--- config.mk ---
export PLATFORM = sky130hd
export DESIGN_NAME = lock_controller
export DESIGN_NICKNAME = d
export VERILOG_FILES = /design/src/rtl/lock_pkg.sv /design/src/rtl/digit_buffer.sv /design/src/rtl/lock_controller.sv
export SDC_FILE = /design/constraint.sdc
export NUM_CORES = 1
export LEC_CHECK = 0
export CAP_MARGIN = 20
export CORE_MARGIN = 2
export CORE_UTILIZATION = 65
export DETAILED_ROUTE_END_ITERATION = 6
export GPL_TIMING_DRIVEN = 0
export PLACE_DENSITY = 0.91
export SYNTH_ARGS = -nofsm -noshare
export SYNTH_HDL_FRONTEND = slang
export SYNTH_HIERARCHICAL = 1
export SYNTH_SLANG_ARGS = --single-unit
export TNS_END_PERCENT = 50
--- constraint.sdc ---
create_clock -name hwclk -period 3.8 [get_ports hwclk]
set_clock_uncertainty 0.15 [all_clocks]
set_input_delay 0.76 -clock hwclk [delete_from_list [all_inputs] [get_ports hwclk]]
set_output_delay 0.76 -clock hwclk [all_outputs]
set_load 0.02 [all_outputs]
--- src/rtl/lock_pkg.sv ---
// Shared types and constants for the keypad lock controller.
// State encoding, blink pattern selectors and parameter defaults.
package lock_pkg;

  typedef enum logic [2:0] {
    S_IDLE,
    S_ENTRY,
    S_CHECK,
    S_SETUP,
    S_BLINK,
    S_RELEASE
  } state_t;

  localparam logic BLINK_ERR = 1'b0;
  localparam logic BLINK_OK  = 1'b1;

  localparam int CODE_LEN_DEF = 4;
  localparam int DIGIT_W_DEF  = 4;

endpackage

--- src/rtl/digit_buffer.sv ---
// Entry buffer for keypad digits: shift-in, clear and digit count.
// Clear together with shift loads a single fresh digit.
module digit_buffer #(
  parameter int CODE_LEN = 4,
  parameter int DIGIT_W  = 4,
  localparam int CNT_W   = $clog2(CODE_LEN + 1),
  localparam int DATA_W  = CODE_LEN * DIGIT_W
) (
  input  logic               clk,
  input  logic               rst_n,
  input  logic               i_clr,
  input  logic               i_shift,
  input  logic [DIGIT_W-1:0] i_digit,
  output logic [DATA_W-1:0]  o_data,
  output logic [CNT_W-1:0]   o_count,
  output logic               o_full
);

  logic [DATA_W-1:0] r_data;
  logic [CNT_W-1:0]  r_cnt;

  assign o_full = (r_cnt == CNT_W'(CODE_LEN));

  always_ff @(posedge clk or negedge rst_n) begin
    if (!rst_n) begin
      r_data <= '0;
      r_cnt  <= '0;
    end else if (i_clr && i_shift) begin
      r_data <= DATA_W'(i_digit);
      r_cnt  <= CNT_W'(1);
    end else if (i_clr) begin
      r_data <= '0;
      r_cnt  <= '0;
    end else if (i_shift && !o_full) begin
      r_data <= {r_data[DATA_W-DIGIT_W-1:0], i_digit};
      r_cnt  <= r_cnt + CNT_W'(1);
    end
  end

  assign o_data  = r_data;
  assign o_count = r_cnt;

endmodule

--- src/rtl/lock_controller.sv ---
// Keypad code lock: entry, compare/program, timeout and blink handshake.
// blink_start is registered so async reset drops it immediately.
module lock_controller
  import lock_pkg::*;
#(
  parameter int          CODE_LEN = CODE_LEN_DEF,
  parameter int          DIGIT_W  = DIGIT_W_DEF,
  parameter logic [31:0] TIMEOUT  = 32'd60000000
) (
  input  logic               hwclk,
  input  logic               rst_n,
  input  logic               key_valid,
  input  logic [DIGIT_W-1:0] key_digit,
  input  logic               prog_mode,
  input  logic               blink_done,
  output logic               blink_start,
  output logic               blink_type,
  output logic               unlocked,
  output logic               busy
);

  localparam int CNT_W  = $clog2(CODE_LEN + 1);
  localparam int DATA_W = CODE_LEN * DIGIT_W;

  state_t            r_state, w_state_n;
  logic [DATA_W-1:0] r_code, w_code_n;
  logic [31:0]       r_tmo, w_tmo_n;
  logic              r_type, w_type_n;
  logic              r_unl, w_unl_n;
  logic              r_start;

  logic              w_clr, w_shift;
  logic [DATA_W-1:0] w_data;
  logic [CNT_W-1:0]  w_count;
  logic              w_full;

  logic w_ok, w_last, w_match;

  assign w_ok    = key_valid && (key_digit <= DIGIT_W'(9));
  assign w_last  = (w_count == CNT_W'(CODE_LEN - 1));
  assign w_match = w_full && (w_data == r_code);

  digit_buffer #(
    .CODE_LEN (CODE_LEN),
    .DIGIT_W  (DIGIT_W)
  ) u_buf (
    .clk     (hwclk),
    .rst_n   (rst_n),
    .i_clr   (w_clr),
    .i_shift (w_shift),
    .i_digit (key_digit),
    .o_data  (w_data),
    .o_count (w_count),
    .o_full  (w_full)
  );

  always_comb begin
    w_state_n = r_state;
    w_code_n  = r_code;
    w_tmo_n   = r_tmo;
    w_type_n  = r_type;
    w_unl_n   = r_unl;
    w_clr     = 1'b0;
    w_shift   = 1'b0;
    unique case (r_state)
      S_IDLE: begin
        if (w_ok) begin
          w_clr     = 1'b1;
          w_shift   = 1'b1;
          w_unl_n   = 1'b0;
          w_tmo_n   = '0;
          w_state_n = S_ENTRY;
        end
      end
      S_ENTRY: begin
        // A digit in the expiry cycle wins over the timeout
        if (w_ok) begin
          w_shift = 1'b1;
          w_tmo_n = '0;
          if (w_last) w_state_n = S_CHECK;
        end else if (r_tmo == TIMEOUT - 32'd1) begin
          w_clr     = 1'b1;
          w_type_n  = BLINK_ERR;
          w_state_n = S_SETUP;
        end else begin
          w_tmo_n = r_tmo + 32'd1;
        end
      end
      S_CHECK: begin
        w_clr = 1'b1;
        if (prog_mode) begin
          w_code_n = w_data;
          w_type_n = BLINK_OK;
        end else if (w_match) begin
          w_unl_n  = 1'b1;
          w_type_n = BLINK_OK;
        end else begin
          w_unl_n  = 1'b0;
          w_type_n = BLINK_ERR;
        end
        w_state_n = S_SETUP;
      end
      S_SETUP: w_state_n = S_BLINK;
      S_BLINK: begin
        if (blink_done) w_state_n = S_RELEASE;
      end
      S_RELEASE: begin
        if (!blink_done) w_state_n = S_IDLE;
      end
      default: w_state_n = S_IDLE;
    endcase
  end

  always_ff @(posedge hwclk or negedge rst_n) begin
    if (!rst_n) begin
      r_state <= S_IDLE;
      r_code  <= '0;
      r_tmo   <= '0;
      r_type  <= BLINK_ERR;
      r_unl   <= 1'b0;
      r_start <= 1'b0;
    end else begin
      r_state <= w_state_n;
      r_code  <= w_code_n;
      r_tmo   <= w_tmo_n;
      r_type  <= w_type_n;
      r_unl   <= w_unl_n;
      r_start <= (w_state_n == S_BLINK);
    end
  end

  assign blink_start = r_start;
  assign blink_type  = r_type;
  assign unlocked    = r_unl;
  assign busy        = (r_state != S_IDLE) && (r_state != S_ENTRY);

endmodule

==> results_tabular.tex <==
\begin{tabular}{lr}
\hline
Metric & Value \\
\hline
\multicolumn{2}{l}{\textbf{Outcome}} \\
Result of the run & completed \\
\multicolumn{2}{l}{\textbf{STA}} \\
Final-report hold violation count & 0 \\
Clock period minus worst slack & 3.33 ns \\
Timing-limited maximum frequency & 0.300 GHz \\
RSZ-0062 raised after global routing & no \\
Transition time of the tightest slew-check pin & between 0.9 and 1 ns \\
Slack of the critical path & 0.466 ns \\
Final TNS setup & 0 ns \\
\# setup viols final & 0 \\
Post-route clock period utilization & slightly below 90\% \\
Headroom to the max-slew limit & a little under two fifths \\
Pins over their slew limit & 0 \\
\multicolumn{2}{l}{\textbf{Floorplanning}} \\
DIE WIDTH & roughly 80 um \\
Std-Cell Rows & 28 \\
Starting utilization of the core area & 66.5\% \\
Floorplan die area & approximately 0.0067 mm\^{}2 \\
Height of the die & $\sim$80 um \\
Number of top-level design ports & 13 \\
Area of the placeable core & slightly below 0.006 mm\^{}2 \\
\multicolumn{2}{l}{\textbf{Pwr}} \\
Worst-case vdd ir drop & approximately 430 uV \\
Power density over the cells & approximately 630 mW/mm\^{}2 \\
Power after layout & about 2700 uW \\
Static Leakage & roughly 0.0019 uW \\
\multicolumn{2}{l}{\textbf{Yosys}} \\
Leading post-synthesis cells by instance count & dfrtp\_1, nand2\_1, a21oi\_1 \\
Adder-Cell Fraction of Synth Area & less than 1\% \\
Main combinational cell family by area after synthesis & simple AND/OR/NAND/NOR gates \\
Biggest area contributors in the synthesized netlist & dfrtp\_1, nand2\_1, mux2\_2 \\
Proportion of synthesized chip area in sequential cells & a little under half \\
Cell type contributing the most total cell area after synthesis & dfrtp\_1 \\
Net count after synthesis & just over 400 \\
Netlist area before placement & approximately 0.0039 mm\^{}2 \\
Post-synth EDFFs & 0 \\
Post-Syn Instances & slightly below 400 \\
Area share of and/or/nand/nor cells after synthesis & about a quarter \\
Fraction of the mapped netlist area in compound gates & between 10\% and 20\% \\
Synth async-reset ratio & 100\% \\
Mux contribution to synthesized area & a little under 5\% \\
Area share of the leading cell type in the synthesized netlist & about 47\% \\
Post-Synth XOR/XNOR Area & under 10\% \\
Average cell area after synthesis & roughly 9.9 um\^{}2 \\
Most common cell in the netlist & dfrtp\_1 \\
Total of flip-flops plus latches after synthesis & 73 \\
Most frequently used flop master after synthesis & dfrtp\_1 \\
Unique masters post-synth & 60 \\
Syn. warnings & 6 \\
\multicolumn{2}{l}{\textbf{Clocking}} \\
Clock buffer count from CTS & 9 \\
Clock-pin transition on the worst setup and hold timing paths & about 0.09 ns \\
Total of hold buffers inserted after clock tree synthesis & 0 \\
Clock Latency Late Sink & around 0.36 ns \\
Number of buffers inserted to repair setup after CTS & 0 \\
\# H-tree levels & 3 \\
Cts repair resizes & 0 \\
Total number of clock tree sinks & 73 \\
Clock tree from TritonCTS & done \\
Number of buffers on the longest clock path & 2 \\
Clock Root Buffer & clkbuf\_8 \\
\multicolumn{2}{l}{\textbf{Route}} \\
Final Routed Wirelength & about 9600 um \\
Detailed-route via count & between 3000 and 4000 \\
Iteration count of the initial detailed-routing pass & 5 \\
DRC Markers & 0 \\
Post-detailed-route count of antenna-violating nets & 0 \\
Post-DR vias/cell & 6.81 \\
Number of violations reported at the end of detailed-routing iteration 0 & roughly 470 \\
Routed length per instance & $\sim$19 um \\
\multicolumn{2}{l}{\textbf{Finish}} \\
Count of inserted antenna diode cells & 0 \\
Post-synthesis to final-layout area growth & 11.2\% \\
Number of inserted filler cells in the final layout & 390 \\
Fin area & roughly 0.0044 mm\^{}2 \\
Final-stage net count & roughly 430 \\
Register area & 0.00183 mm\^{}2 \\
Area of the multi-input gates & 0.00194 mm\^{}2 \\
Share of cells above drive strength 1 & between 15 and 20\% \\
\multicolumn{2}{l}{\textbf{Global route}} \\
First-pass GRT wire length & between 15000 and 20000 um \\
Number of antenna violations at the first check in global routing & 0 \\
Remaining global-route overflow & 0 \\
Number of global-route vias before repair & approximately 3200 \\
Total global-route track usage & 31.1\% \\
Largest net degree at the start of global routing & 74 \\
\multicolumn{2}{l}{\textbf{Placement}} \\
RD Place Congestion & approximately 0.90 \\
Worst setup slack after placement & $\sim$0.23 ns \\
Final HPWL DP & between 6000 and 7000 um \\
Post-placement cell area & 0.00412 mm\^{}2 \\
Number of I/O port buffers & 12 \\
\multicolumn{2}{l}{\textbf{Worst hold path}} \\
Hold/Removal Path Class & in2async \\
\multicolumn{2}{l}{\textbf{Flow run}} \\
Number of max-capacitance violations reported & 0 \\
\multicolumn{2}{l}{\textbf{Worst setup path}} \\
Path type of the worst setup path & in2reg \\
Category of the worst setup path launch point & input pin \\
Critical Path AT & 3.45 ns \\
WP data required & approximately 3.9 ns \\
Crit Path Max Fanout & 15 \\
Type of element capturing the critical path & flip-flop \\
\hline
\end{tabular}
-- critical path: stages --
cell	delay [ns]
clkdlybuf4s50_1	0.43
o21ai_1	0.36
nand3_2	0.19
inv_2	0.10
buf_4	0.18
clkbuf_1	0.61
a21boi_4	0.37
buf_6	0.18
nand2_1	0.07
a21oi_1	0.19
-- placed cells by master (no fill, tap or decap), types with 3 or more instances in the layout --
master           instances
clkdlybuf4s50_1         11
a21oi_2                  3
inv_1                    5
nor3_1                  10
buf_6                    3
xor2_1                  12
and3_2                   3
nand2_1                 57
o22ai_1                  3
nor2_1                  19
or4_1                   16
o31ai_1                 13
o21ai_0                  7
xnor2_1                  9
clkbuf_8                11
or3_1                    6
clkbuf_1                 5
and3_1                   5
o21a_1                   3
buf_2                    5
a21oi_1                 30
and4_1                   3
mux2_2                  17
nor4_1                  11
nand4_1                 17
nand3_1                 14
ha_1                     3
a22o_1                   4
dfrtp_1                 73
-- cell type report --
type	count	share of cell area, %
inverters	6	0.518
multi-input cells	299	44.6
well taps	75	2.16
clock inverters	7	2.36
repair buffers	12	2.70
flip-flops and latches	73	42.0
plain buffers	18	2.79
clock buffers	9	2.85
-- layer usage --
| metal | GRT usage (%) | vias up | share of wire, % |
|---|---|---|---|
| li1 | - | 1530 | - |
| met4 | 14.7 | 0 | 2.7 |
| met3 | 6.37 | 31 | 8.4 |
| met1 | 40.6 | 1634 | 41 |
| met5 | 0 | - | 0 |
| met2 | 49.8 | 204 | 48 |
-- sequential cells by signal, indices dropped and copies added, names as in the netlist --
register	cells
u_buf/o_count	3
unlocked	1
r_tmo	32
r_state	3
blink_start	1
blink_type	1
u_buf/o_data	16
r_code	16
-- kinds of logic after synthesis --
kind of cell,Yosys count
simple gates,176
compound gates,82
flops,73
buf+inv,24
xor+xnor,21
mux,17
fa+ha+maj,3
-- per-stage QoR --
stage | std cells | util, % | hold slack, ns
2_1_floorplan | 396 | - | 0.314
4_1_cts | 499 | 73.9 | 0.387
3_5_place_dp | 483 | 70.1 | 0.367
6_report | 499 | 73.9 | 0.367
3_3_place_gp | 483 | 70.1 | 0.345
5_1_grt | 499 | 73.9 | 0.400
-- power breakdown --
group	internal [uW]	leakage (uW)	total, uW	switching, uW
registers	947	0.000996	1150	200
clock network	378	0.000116	702	324
logic	363	0.000761	878	516
total	1690	0.00187	2730	1040
-- final timing paths --
kind                               from                to  slack (ns)  cells after the start
setup / recovery           key_digit[1]  u_buf/o_data[12]        0.47                     10
max in group asynchronous         rst_n         r_code[0]        2.52                      1
hold reg to reg               r_code[7]         r_code[7]        0.39                      1
setup reg to reg              r_tmo[22]  u_buf/o_data[12]        0.78                      9
min in group hwclk            r_code[7]         r_code[7]        0.39                      1
hold / removal                    rst_n         r_tmo[11]        0.37                      1
(Power assumes the default switching activity.)
